===== config.mk =====
export PLATFORM = sky130hd
export DESIGN_NAME = paralelo_serial_tx
export DESIGN_NICKNAME = d
export VERILOG_FILES = /design/src/rtl/paralelo_serial_tx_pkg.sv /design/src/rtl/paralelo_serial_tx_shift8.sv /design/src/rtl/paralelo_serial_tx.sv
export SDC_FILE = /design/constraint.sdc
export NUM_CORES = 1
export LEC_CHECK = 0
export BUFFER_PORTS_ARGS = -buffer_cell sky130_fd_sc_hd__buf_2
export CORE_ASPECT_RATIO = 0.8
export CORE_MARGIN = 3
export CORE_UTILIZATION = 39
export DETAILED_ROUTE_END_ITERATION = 10
export GPL_TIMING_DRIVEN = 0
export PLACE_DENSITY_LB_ADDON = 0.1
export SLEW_MARGIN = 20
export SYNTH_ARGS = -nofsm -noshare
export SYNTH_HDL_FRONTEND = slang
export SYNTH_HIERARCHICAL = 1
export SYNTH_SLANG_ARGS = --single-unit

===== constraint.sdc =====
create_clock -name clock32 -period 4.2 [get_ports clock32]
set_clock_uncertainty 0.15 [all_clocks]
set_input_delay 0.21 -clock clock32 [delete_from_list [all_inputs] [get_ports clock32]]
set_output_delay 0.21 -clock clock32 [all_outputs]
set_load 0.02 [all_outputs]

===== src/rtl/paralelo_serial_tx_pkg.sv =====
// Shared definitions for the paralelo_serial_tx serializer: symbol width,
// default alignment symbol and FSM state encoding.
package paralelo_serial_tx_pkg;

    localparam int                SYM_W       = 8;
    localparam int                BIT_CNT_W   = $clog2(SYM_W);
    localparam logic [SYM_W-1:0]  COM_SYM_DEF = 8'hBC;

    typedef enum logic {
        ST_INIT = 1'b0,
        ST_RUN  = 1'b1
    } tx_state_e;

endpackage


===== src/rtl/paralelo_serial_tx_shift8.sv =====
// Symbol shifter: MSB-first shift register with bit counter; a new symbol
// is loaded on the boundary edge (last bit of the current symbol).
module paralelo_serial_tx_shift8
    import paralelo_serial_tx_pkg::*;
#(
    parameter logic [SYM_W-1:0] RST_SYM = COM_SYM_DEF
) (
    input  logic             clk_i,
    input  logic             rst_i,
    input  logic [SYM_W-1:0] load_sym_i,
    output logic             msb_o,
    output logic             sym_start_o,
    output logic             boundary_o
);

    logic [SYM_W-1:0]     shift_q, shift_d;
    logic [BIT_CNT_W-1:0] bit_cnt_q, bit_cnt_d;

    assign msb_o       = shift_q[SYM_W-1];
    assign sym_start_o = (bit_cnt_q == '0);
    assign boundary_o  = (bit_cnt_q == BIT_CNT_W'(SYM_W - 1));

    always_comb begin
        bit_cnt_d = bit_cnt_q + BIT_CNT_W'(1);
        shift_d   = boundary_o ? load_sym_i : {shift_q[SYM_W-2:0], 1'b0};
    end

    always_ff @(posedge clk_i or posedge rst_i) begin
        if (rst_i) begin
            shift_q   <= RST_SYM;
            bit_cnt_q <= '0;
        end else begin
            shift_q   <= shift_d;
            bit_cnt_q <= bit_cnt_d;
        end
    end

endmodule


===== src/rtl/paralelo_serial_tx.sv =====
// Byte-to-serial transmitter with COM idle fill and a COM preamble after reset.
// Optional macro SKIP_INSERT_EN forces a COM after MAX_RUN consecutive data symbols.
module paralelo_serial_tx
    import paralelo_serial_tx_pkg::*;
#(
    parameter logic [SYM_W-1:0] COM_SYM  = COM_SYM_DEF,
    parameter int               INIT_COM = 4,
    parameter int               MAX_RUN  = 64
) (
    input  logic             clock32,
    input  logic             reset,
    input  logic [SYM_W-1:0] data_in,
    input  logic             valid_in,
    output logic             ready_out,
    output logic             data_out,
    output logic             sym_start,
    output logic             active_out
);

    if (INIT_COM < 1 || INIT_COM > 15) begin : g_bad_init_com
        $error("INIT_COM out of range 1..15");
    end
    if (MAX_RUN < 1 || MAX_RUN > 255) begin : g_bad_max_run
        $error("MAX_RUN out of range 1..255");
    end

    tx_state_e        state_q, state_d;
    logic [3:0]       com_cnt_q, com_cnt_d;
    logic [SYM_W-1:0] hold_q, hold_d;
    logic             hold_valid_q, hold_valid_d;
    logic             active_q, active_d;
    logic [SYM_W-1:0] load_sym;
    logic             boundary;
    logic             force_com;
`ifdef SKIP_INSERT_EN
    logic [7:0]       run_cnt_q, run_cnt_d;
`endif

    paralelo_serial_tx_shift8 #(
        .RST_SYM     (COM_SYM)
    ) u_shift8 (
        .clk_i       (clock32),
        .rst_i       (reset),
        .load_sym_i  (load_sym),
        .msb_o       (data_out),
        .sym_start_o (sym_start),
        .boundary_o  (boundary)
    );

    assign ready_out  = (state_q == ST_RUN) && !hold_valid_q;
    assign active_out = active_q;

`ifdef SKIP_INSERT_EN
    assign force_com = (run_cnt_q == 8'(MAX_RUN));
`else
    assign force_com = 1'b0;
`endif

    always_comb begin
        state_d      = state_q;
        com_cnt_d    = com_cnt_q;
        hold_d       = hold_q;
        hold_valid_d = hold_valid_q;
        active_d     = active_q;
        load_sym     = COM_SYM;
`ifdef SKIP_INSERT_EN
        run_cnt_d    = run_cnt_q;
`endif
        // Accept never coincides with a hold-to-shifter load: ready is low while hold is full.
        if (valid_in && ready_out) begin
            hold_d       = data_in;
            hold_valid_d = 1'b1;
        end
        if (boundary) begin
            if (state_q == ST_INIT) begin
                com_cnt_d = com_cnt_q + 4'd1;
                active_d  = 1'b0;
`ifdef SKIP_INSERT_EN
                run_cnt_d = '0;
`endif
                if (com_cnt_q == 4'(INIT_COM - 1)) begin
                    state_d = ST_RUN;
                end
            end else if (hold_valid_q && !force_com) begin
                load_sym     = hold_q;
                hold_valid_d = 1'b0;
                active_d     = 1'b1;
`ifdef SKIP_INSERT_EN
                run_cnt_d    = run_cnt_q + 8'd1;
`endif
            end else begin
                active_d = 1'b0;
`ifdef SKIP_INSERT_EN
                run_cnt_d = '0;
`endif
            end
        end
    end

    always_ff @(posedge clock32 or posedge reset) begin
        if (reset) begin
            state_q      <= ST_INIT;
            com_cnt_q    <= '0;
            hold_valid_q <= 1'b0;
            active_q     <= 1'b0;
`ifdef SKIP_INSERT_EN
            run_cnt_q    <= '0;
`endif
        end else begin
            state_q      <= state_d;
            com_cnt_q    <= com_cnt_d;
            hold_valid_q <= hold_valid_d;
            active_q     <= active_d;
`ifdef SKIP_INSERT_EN
            run_cnt_q    <= run_cnt_d;
`endif
        end
    end

    // Byte payload carries no reset; hold_valid_q qualifies it.
    always_ff @(posedge clock32) begin
        hold_q <= hold_d;
    end

endmodule

==> results.sh, run 1 <==
export IMPL_worstMarginPinSlew_ns=0.425
export IMPL_worstSkewPairLatency_ns=0.31
export IMPL_critPathLaunchType="register"
export IMPL_ant_nets=0
export IMPL_synth_top_area_cell="dfrtp_1"
export IMPL_synthCells=70
export IMPL_hp_class="in -> async"
export IMPL_place_ws_ns=2.42
export IMPL_vias_per_cell=4.28
export IMPL_crit_path_end_kind="register"
export IMPL_start_util_pct=42.3
export IMPL_yosys_area_top_type_share_pct=30.5
export IMPL_final_nets=114
export IMPL_cp_required_ns=4.27
export IMPL_clkTransAtPathRegs_ns=0.13
export IMPL_setup_violations=0
export IMPL_synth_avg_cell_area_um2=15.2
export IMPL_cts_resized=0
export IMPL_routed_via_count=573
export IMPL_synth_edf_count=8
export IMPL_synthTopCellsByArea="dfrtp_1 30%, edfxtp_1 23%, dfstp_2 12%, mux2_4 9.8%, ha_1 4.7%"
export IMPL_synth_most_common_cell="dfrtp_1"
export IMPL_antenna_cells=0
export IMPL_grt_max_degree=15
export IMPL_ff_latch_area_um2=697
export IMPL_globalplace_congestion=0.720
export IMPL_ir_drop_mv=0.169
export IMPL_wl_mm=1.51
export IMPL_worst_slack_ns=2.40
export IMPL_cts_tree="built"
export IMPL_overflow=0
export IMPL_max_freq_ghz=0.556
export IMPL_h_tree_depth=1
export IMPL_grt_pass1_vias=568
export IMPL_status="finished clean"
export IMPL_fin_crit_ns=1.80
export IMPL_drive_gt1_share_pct=35.7
export IMPL_synthArstFlopShare_pct=69.2
export IMPL_multiInputGateArea_um2=322
export IMPL_core_area_mm2=0.00252
export IMPL_cts_buffer_depth=2
export IMPL_power_density_mw_per_mm2=311
export IMPL_grt_pass1_wl_mm=2.57
export IMPL_die_width_um=64.5
export IMPL_criticalPathCategory="reg -> reg"
export IMPL_drcViolationCount=0
export IMPL_clock_sinks=26
export IMPL_relSlewSlack_pct=71.6
export IMPL_synth_seq_cells=26
export IMPL_num_io_pins=15
export IMPL_ys_flop_type="dfrtp_1"
export IMPL_synth_seq_area_share_pct=65.3
export IMPL_final_hold_violation_count=0
export IMPL_track_usage_pct=10.3
export IMPL_cts_buffers=3
export IMPL_wl_per_cell_um=11.3
export IMPL_fillers=227
export IMPL_crit_fanout=10
export IMPL_yosys_warnings=6
export IMPL_portBuffers=14
export IMPL_hpwl_mm=1.04
export IMPL_reg2regPathDepth=6
export IMPL_fin_crit_sh_pct=42.8
export IMPL_drt_initial_drc_count=6
export IMPL_arrival_ns=1.86
export IMPL_synth_cell_type_count=22
export IMPL_synth_net_count=85
export IMPL_die_area_mm2=0.00340
export IMPL_timing_setup_tns_ns=0
export IMPL_post_cts_buffers=0
export IMPL_rsz0062_at_grt="no"
export IMPL_p_total_mw=0.410
export IMPL_std_cell_rows=16
export IMPL_syn_to_final_growth_pct=23.6
export IMPL_first_pass_iters=4
export IMPL_antenna_found_initial=0
export IMPL_netlist_area_mm2=0.00107
export IMPL_leakage_nw=0.585
export IMPL_cap_viol_max_count=0
export IMPL_synth_common_cells="13 x dfrtp_1, 8 x edfxtp_1, 7 x inv_1, 7 x mux2_4"
export IMPL_die_h_um=52.8
export IMPL_maxSlewViolCount=0
export IMPL_root_buffer="clkbuf_4"
[logic make-up (layout without fill, tap and decap cells)]
| kind of cell | count (synthesis) | count (layout) | share of synthesized area, % |
|---|---|---|---|
| flip-flops | 26 | 26 | 65.3 |
| AND/OR/NAND/NOR | 17 | 17 | 10.1 |
| buffers and inverters | 9 | 37 | 4.57 |
| multiplexers | 8 | 8 | 10.9 |
| adder cells (fa/ha/maj) | 4 | 4 | 4.69 |
| AO/OA/AOI/OAI | 3 | 3 | 1.99 |
| XOR/XNOR | 3 | 3 | 2.46 |
[state kept, by name (all words and copies together), names as in the netlist]
name                count
hold_valid_q            1
active_out              1
hold_q                  8
com_cnt_q               4
u_shift8/shift_q        8
state_q                 1
u_shift8/bit_cnt_q      3
[routing by layer]
metal,GRT usage [%],vias up,routed length [µm]
met2,17.8,12,728
met3,3.86,2,60
met5,0,-,0
met4,2.11,0,13
li1,-,285,-
met1,12.4,274,707
[worst max-delay path, stage by stage (launching register included)]
cell and delay, ns:
dfrtp_1 0.40, ha_1 0.20, ha_1 0.24, and3_1 0.17
buf_6 0.14, and2_1 0.15, mux2_4 0.25
[through the flow]
stage	hold WS [ns]	instances	instance area, µm²	utilization (%)
floorplan	-0.137	70	1070	-
global placement	0.0144	120	1180	46.9
detailed placement	0.0165	120	1180	46.9
CTS	0.202	134	1320	52.3
global route	0.236	134	1320	52.3
finish	0.202	134	1320	52.3
[path summary, 6_finish.rpt]
check / endpoint / startpoint / slack [ns]
worst max-delay path: u_shift8/shift_q[6] / u_shift8/bit_cnt_q[0] / 2.40
worst min-delay path: com_cnt_q[2] / reset / 0.20
worst max register to register: u_shift8/shift_q[6] / u_shift8/bit_cnt_q[0] / 2.40
worst min register to register: u_shift8/bit_cnt_q[0] / u_shift8/bit_cnt_q[0] / 0.30
max in group asynchronous: u_shift8/shift_q[3] / reset / 3.30
min in group clock32: u_shift8/bit_cnt_q[0] / u_shift8/bit_cnt_q[0] / 0.30
[layout make-up]
cell class	count	area share, %
inverters	7	1.99
multi-input cells	35	24.4
flip-flops and latches	26	52.8
plain buffers	2	1.71
clock buffers	4	2.75
repair buffers	24	12.9
well taps	36	3.42
[power breakdown]
part,total (mW),internal [mW],switching [mW],leakage [nW]
combinational,0.0203,0.0115,0.00876,0.281
clock,0.121,0.0530,0.0684,0.0210
sequential,0.269,0.267,0.00124,0.283
total,0.410,0.332,0.0784,0.585
[cells in the final DEF, fill, tap and decap left out, drive strengths merged]
cell,Yosys,final
and3,1,1
a21oi,1,1
nor2b,2,2
and2,5,5
edfxtp,8,8
nand4,1,1
o41ai,1,1
nand2,1,1
xor2,1,1
clkbuf,0,4
ha,4,4
buf,2,16
dfstp,5,5
xnor2,2,2
a21o,1,1
inv,7,7
nand2b,5,5
dlygate4sd3,0,10
dfrtp,13,13
mux2,8,8
nor2,2,2
[repair_timing]
item,in CTS,in global routing
hold buffers,10,0
setup endpoints to repair,0,0
endpoints found under the hold margin,22,0
No activity file was read; power rests on OpenSTA's default activity.
==> run 2: changes to the inputs <==
clock period = 1.65 ns   (was 4.2 ns; I/O delays follow)
==> run 2 against run 1 <==
  * Utilization is 1.1 points higher
  * Count of clock-buffer cells in the layout stayed put
  * Cell count is 0.75% higher
  * Routed wire length is 3.9% higher
  * First-iteration DRC count is 33% higher
  * Global-route usage is 0.57 points higher
  * Final area is 2.1% higher
  * Fmax is 12% higher
  * Register-to-register slack worse by 2.4 ns
  * Largest power group unchanged
  * Highest routed layer unchanged
==> results.sh, run 2 (same netlist as run 1, synthesis figures left out) <==
export IMPL_track_usage_pct=10.9
export IMPL_slowest_stage="dfrtp_1"
export IMPL_cap_viol_max_count=0
export IMPL_hpwl_mm=1.06
export IMPL_std_cell_rows=16
export IMPL_grt_pass1_wl_mm=2.68
export IMPL_p_total_mw=1.05
export IMPL_r2r_slack_ns=0.04
export IMPL_endpoint="u_shift8/shift_q[6]"
export IMPL_root_buffer="clkbuf_4"
export IMPL_r2r_end="u_shift8/shift_q[6]"
export IMPL_crit_fanout=10
export IMPL_die_area_mm2=0.00340
export IMPL_setup_violations=0
export IMPL_worstSkewPairLatency_ns=0.32
export IMPL_leakage_nw=0.583
export IMPL_crit_start="u_shift8/bit_cnt_q[0]"
export IMPL_grt_pass1_vias=592
export IMPL_timing_setup_tns_ns=0
export IMPL_cts_buffer_depth=2
export IMPL_fin_crit_ns=1.61
export IMPL_layout_common_cells="14 x buf_2, 13 x dfrtp_1, 10 x dlygate4sd3_1"
export IMPL_fillers=231
export IMPL_reg2regPathDepth=5
export IMPL_criticalPathCategory="reg -> reg"
export IMPL_maxSlewViolCount=0
export IMPL_final_nets=115
export IMPL_slowest_delay_ns=0.41
export IMPL_clkTransAtPathRegs_ns=0.14
export IMPL_globalplace_congestion=0.672
export IMPL_ir_drop_mv=0.654
export IMPL_worstMarginPinSlew_ns=0.424
export IMPL_relSlewSlack_pct=71.7
export IMPL_wl_mm=1.57
export IMPL_final_hold_violation_count=0
export IMPL_cts_tree="built"
export IMPL_fin_crit_sh_pct=97.6
export IMPL_grt_max_degree=15
export IMPL_cp_required_ns=1.72
export IMPL_drive_gt1_share_pct=39.4
export IMPL_hp_class="in -> async"
export IMPL_antenna_found_initial=0
export IMPL_drcViolationCount=0
export IMPL_ant_nets=0
export IMPL_cts_buffers=3
export IMPL_final_common_cell="buf_2"
export IMPL_status="finished clean"
export IMPL_core_area_mm2=0.00252
export IMPL_drt_initial_drc_count=8
export IMPL_start_util_pct=42.3
export IMPL_syn_to_final_growth_pct=26.1
export IMPL_max_freq_ghz=0.621
export IMPL_vias_per_cell=4.35
export IMPL_h_tree_depth=1
export IMPL_critPathLaunchType="register"
export IMPL_hold_ws_ns=0.0691
export IMPL_clock_sinks=26
export IMPL_multiInputGateArea_um2=345
export IMPL_die_h_um=52.8
export IMPL_ff_latch_area_um2=697
export IMPL_overflow=0
export IMPL_wl_per_cell_um=11.6
export IMPL_rr_startpoint="u_shift8/bit_cnt_q[0]"
export IMPL_antenna_cells=0
export IMPL_power_density_mw_per_mm2=780
export IMPL_crit_path_cell_trace="ha_2 > ha_4 > and3_4 > and2_1 > mux2_4"
export IMPL_crit_path_end_kind="register"
export IMPL_die_width_um=64.5
export IMPL_routed_via_count=587
export IMPL_portBuffers=14
export IMPL_arrival_ns=1.68
export IMPL_first_pass_iters=2
export IMPL_largestRegisters="hold_q x8, u_shift8/shift_q x8, com_cnt_q x4"
export IMPL_num_io_pins=15
[run 2: changes by cell type in the layout (fill, tap and decap cells not counted), sizes merged]
cell	previous run	this run
buf	16	17
[run 2: critical path, delay by kind of cell, from the launching register on]
kind                       cells  cell delay (ns)
DFF                            1             0.41
adders and majority gates      2             0.36
and+or+nand+nor                2             0.34
muxes                          1             0.25
[run 2: cell type report]
cell class,count,share of cell area [%]
inverter,7,1.95
multi-input combinational,35,25.7
clock buffer,4,2.70
timing repair buffer,26,13.8
tap,36,3.35
sequential,26,51.8
buffer,1,0.836
[run 2: worst min-delay path by stage]
stage	end	slack [ns]	from	cells after the start
global placement	com_cnt_q[2]	-0.11	reset	2
CTS	com_cnt_q[2]	0.07	reset	3
global route	com_cnt_q[2]	0.08	reset	3
detailed placement	com_cnt_q[2]	-0.11	reset	2
floorplan	active_out	-0.26	reset	1
finish	com_cnt_q[2]	0.07	reset	3
[run 2: per-layer routing]
metal	global-route usage (%)	share of wire (%)
met1	12.8	48
met2	18.3	47
met3	3.86	3.6
met4	4.21	1.1
met5	0	0
[run 2: power by group]
part	switching (mW)	total [mW]	internal, mW
combinational	0.0222	0.0515	0.0294
sequential	0.00311	0.684	0.681
clock	0.180	0.315	0.135
total	0.205	1.05	0.845
[run 2: timing repair]
| item | 4_1_cts | 5_1_grt |
|---|---|---|
| hold buffers | 10 | 0 |
| gates resized for setup | 1 | 1 |
| endpoints found under the hold margin | 27 | 0 |
| setup buffers | 1 | 1 |
| endpoints found under the setup margin | 3 | 1 |
| pin swaps | 1 | 1 |
[run 2: metrics by stage]
| stage | util [%] | setup WS (ns) | instances | cell area [µm²] |
|---|---|---|---|---|
| 3_5_place_dp | 47.3 | -0.0665 | 120 | 1190 |
| 5_1_grt | 53.4 | -0.00440 | 135 | 1350 |
| 2_1_floorplan | - | 0.00872 | 70 | 1080 |
| 3_3_place_gp | 47.3 | -0.0512 | 120 | 1190 |
| 6_report | 53.4 | 0.0400 | 135 | 1350 |
| 4_1_cts | 52.9 | 0.0251 | 134 | 1340 |
==> run 3: changes to the inputs <==
MAX_ROUTING_LAYER = met4   (was not set)
==> run 3 against run 2 <==
  * Fmax is essentially flat
  * Combinational power is essentially flat
  * Die area is the same
  * Largest power group unchanged
  * Via count is the same
  * Cell count is the same
  * Sequential power is essentially flat
  * Hold slack is essentially flat
  * First-iteration DRC count is the same
  * Highest routed layer unchanged
  * Setup slack is essentially flat
  * Register-to-register slack is essentially flat
  * Final area is the same
  * Critical path type unchanged
==> results.sh, run 3 (same netlist as run 1, synthesis figures left out) <==
export IMPL_grt_pass1_vias=593
export IMPL_grt_pass1_wl_mm=2.68
export IMPL_switching_share_pct=19.6
export IMPL_hold_ws_ns=0.0689
export IMPL_root_buffer="clkbuf_4"
export IMPL_instances_no_fill=135
export IMPL_cts_buffers=3
export IMPL_p_total_mw=1.05
export IMPL_portBuffers=14
export IMPL_antenna_cells=0
export IMPL_crit_fanout=10
export IMPL_final_common_cell="buf_2"
export IMPL_timing_setup_tns_ns=0
export IMPL_maxSlewViolCount=0
export IMPL_overflow=0
export IMPL_vias_per_cell=4.35
export IMPL_globalplace_congestion=0.678
export IMPL_clkPwrFrac_pct=30.0
export IMPL_hp_class="in -> async"
export IMPL_core_area_mm2=0.00252
export IMPL_reg2regPathDepth=5
export IMPL_clkTransAtPathRegs_ns=0.14
export IMPL_num_io_pins=15
export IMPL_std_cell_rows=16
export IMPL_fin_crit_ns=1.61
export IMPL_endpoint="u_shift8/shift_q[6]"
export IMPL_leakage_nw=0.583
export IMPL_p_int_mw=0.845
export IMPL_syn_to_final_growth_pct=26.1
export IMPL_cts_tree="built"
export IMPL_crit_start="u_shift8/bit_cnt_q[0]"
export IMPL_fin_util_pct=53.4
export IMPL_crit_path_end_kind="register"
export IMPL_status="finished clean"
export IMPL_final_hold_violation_count=0
export IMPL_r2r_slack_ns=0.04
export IMPL_drt_initial_drc_count=8
export IMPL_antenna_found_initial=0
export IMPL_hpwl_mm=1.06
export IMPL_criticalPathCategory="reg -> reg"
export IMPL_start_util_pct=42.3
export IMPL_power_density_mw_per_mm2=780
export IMPL_fillers=231
export IMPL_final_area_mm2=0.00135
export IMPL_layout_common_cells="14 x buf_2, 13 x dfrtp_1, 10 x dlygate4sd3_1"
export IMPL_cap_viol_max_count=0
export IMPL_grt_max_degree=15
export IMPL_max_freq_ghz=0.621
export IMPL_rr_startpoint="u_shift8/bit_cnt_q[0]"
export IMPL_routed_via_count=587
export IMPL_die_area_mm2=0.00340
export IMPL_drive_gt1_share_pct=39.4
export IMPL_track_usage_pct=11.2
export IMPL_arrival_ns=1.68
export IMPL_worstMarginPinSlew_ns=0.424
export IMPL_h_tree_depth=1
export IMPL_setup_violations=0
export IMPL_ant_nets=0
export IMPL_relSlewSlack_pct=71.7
export IMPL_critPathLaunchType="register"
export IMPL_drcViolationCount=0
export IMPL_clock_sinks=26
export IMPL_p_sw_mw=0.206
export IMPL_seqPwrFrac_pct=65.1
export IMPL_place_ws_ns=-0.0665
export IMPL_wl_mm=1.57
export IMPL_ir_drop_mv=0.654
export IMPL_place_inst=120
export IMPL_largestRegisters="hold_q x8, u_shift8/shift_q x8, com_cnt_q x4"
export IMPL_cp_required_ns=1.72
export IMPL_r2r_end="u_shift8/shift_q[6]"
export IMPL_ff_latch_area_um2=697
export IMPL_worst_slack_ns=0.0400
export IMPL_multiInputGateArea_um2=345
export IMPL_worstSkewPairLatency_ns=0.32
export IMPL_cts_buffer_depth=2
export IMPL_die_width_um=64.5
export IMPL_final_nets=115
export IMPL_wl_per_cell_um=11.6
export IMPL_place_area_mm2=0.00119
export IMPL_die_h_um=52.8
export IMPL_combinationalPowerShare_pct=4.9
export IMPL_first_pass_iters=2
export IMPL_fin_crit_sh_pct=97.6
-- run 3: cell counts in the layout (fill, tap and decap cells not counted) --
Identical to the previous run, type by type.
-- run 3: routing by layer --
layer / global-route usage [%] / wire length (µm) / vias to the layer above
met5: - / 0 / -
met4: 4.21 / 15 / 0
met3: 3.86 / 59 / 2
met2: 18.3 / 744 / 11
met1: 12.8 / 746 / 286
li1: - / - / 288
-- run 3: power groups by stage --
stage	Sequential, mW	Combinational [mW]	Clock, mW
6_report	0.684	0.0515	0.315
5_1_grt	0.686	0.0579	0.351
2_1_floorplan	0.696	0.0168	0
4_1_cts	0.684	0.0529	0.331
3_5_place_dp	0.697	0.0350	0
3_3_place_gp	0.696	0.0342	0
-- run 3: worst max-delay path: stages, from the launching register on --
cell and delay [ns]:
dfrtp_1 0.41, ha_2 0.20, ha_4 0.16, and3_4 0.18
and2_1 0.16, mux2_4 0.25
-- run 3: what timing repair did --
action | in CTS | in global routing
pin swaps | 1 | 1
endpoints found under the setup margin | 3 | 1
resized for setup | 1 | 1
endpoints found under the hold margin | 27 | 0
cloned | 0 | 0
hold buffers | 10 | 0
setup buffers | 1 | 1
-- run 3: cell type report --
| cell class | count | area share, % |
|---|---|---|
| buffer | 1 | 0.836 |
| tap | 36 | 3.35 |
| sequential | 26 | 51.8 |
| timing repair buffer | 26 | 13.8 |
| inverter | 7 | 1.95 |
| clock buffer | 4 | 2.70 |
| multi-input combinational | 35 | 25.7 |
-- run 3: worst min path at each step --
stage                              end  cells after the start
after CTS                 com_cnt_q[2]                      3
after floorplan             active_out                      1
final                     com_cnt_q[2]                      3
after global placement    com_cnt_q[2]                      2
after detailed placement  com_cnt_q[2]                      2
after global routing      com_cnt_q[2]                      3
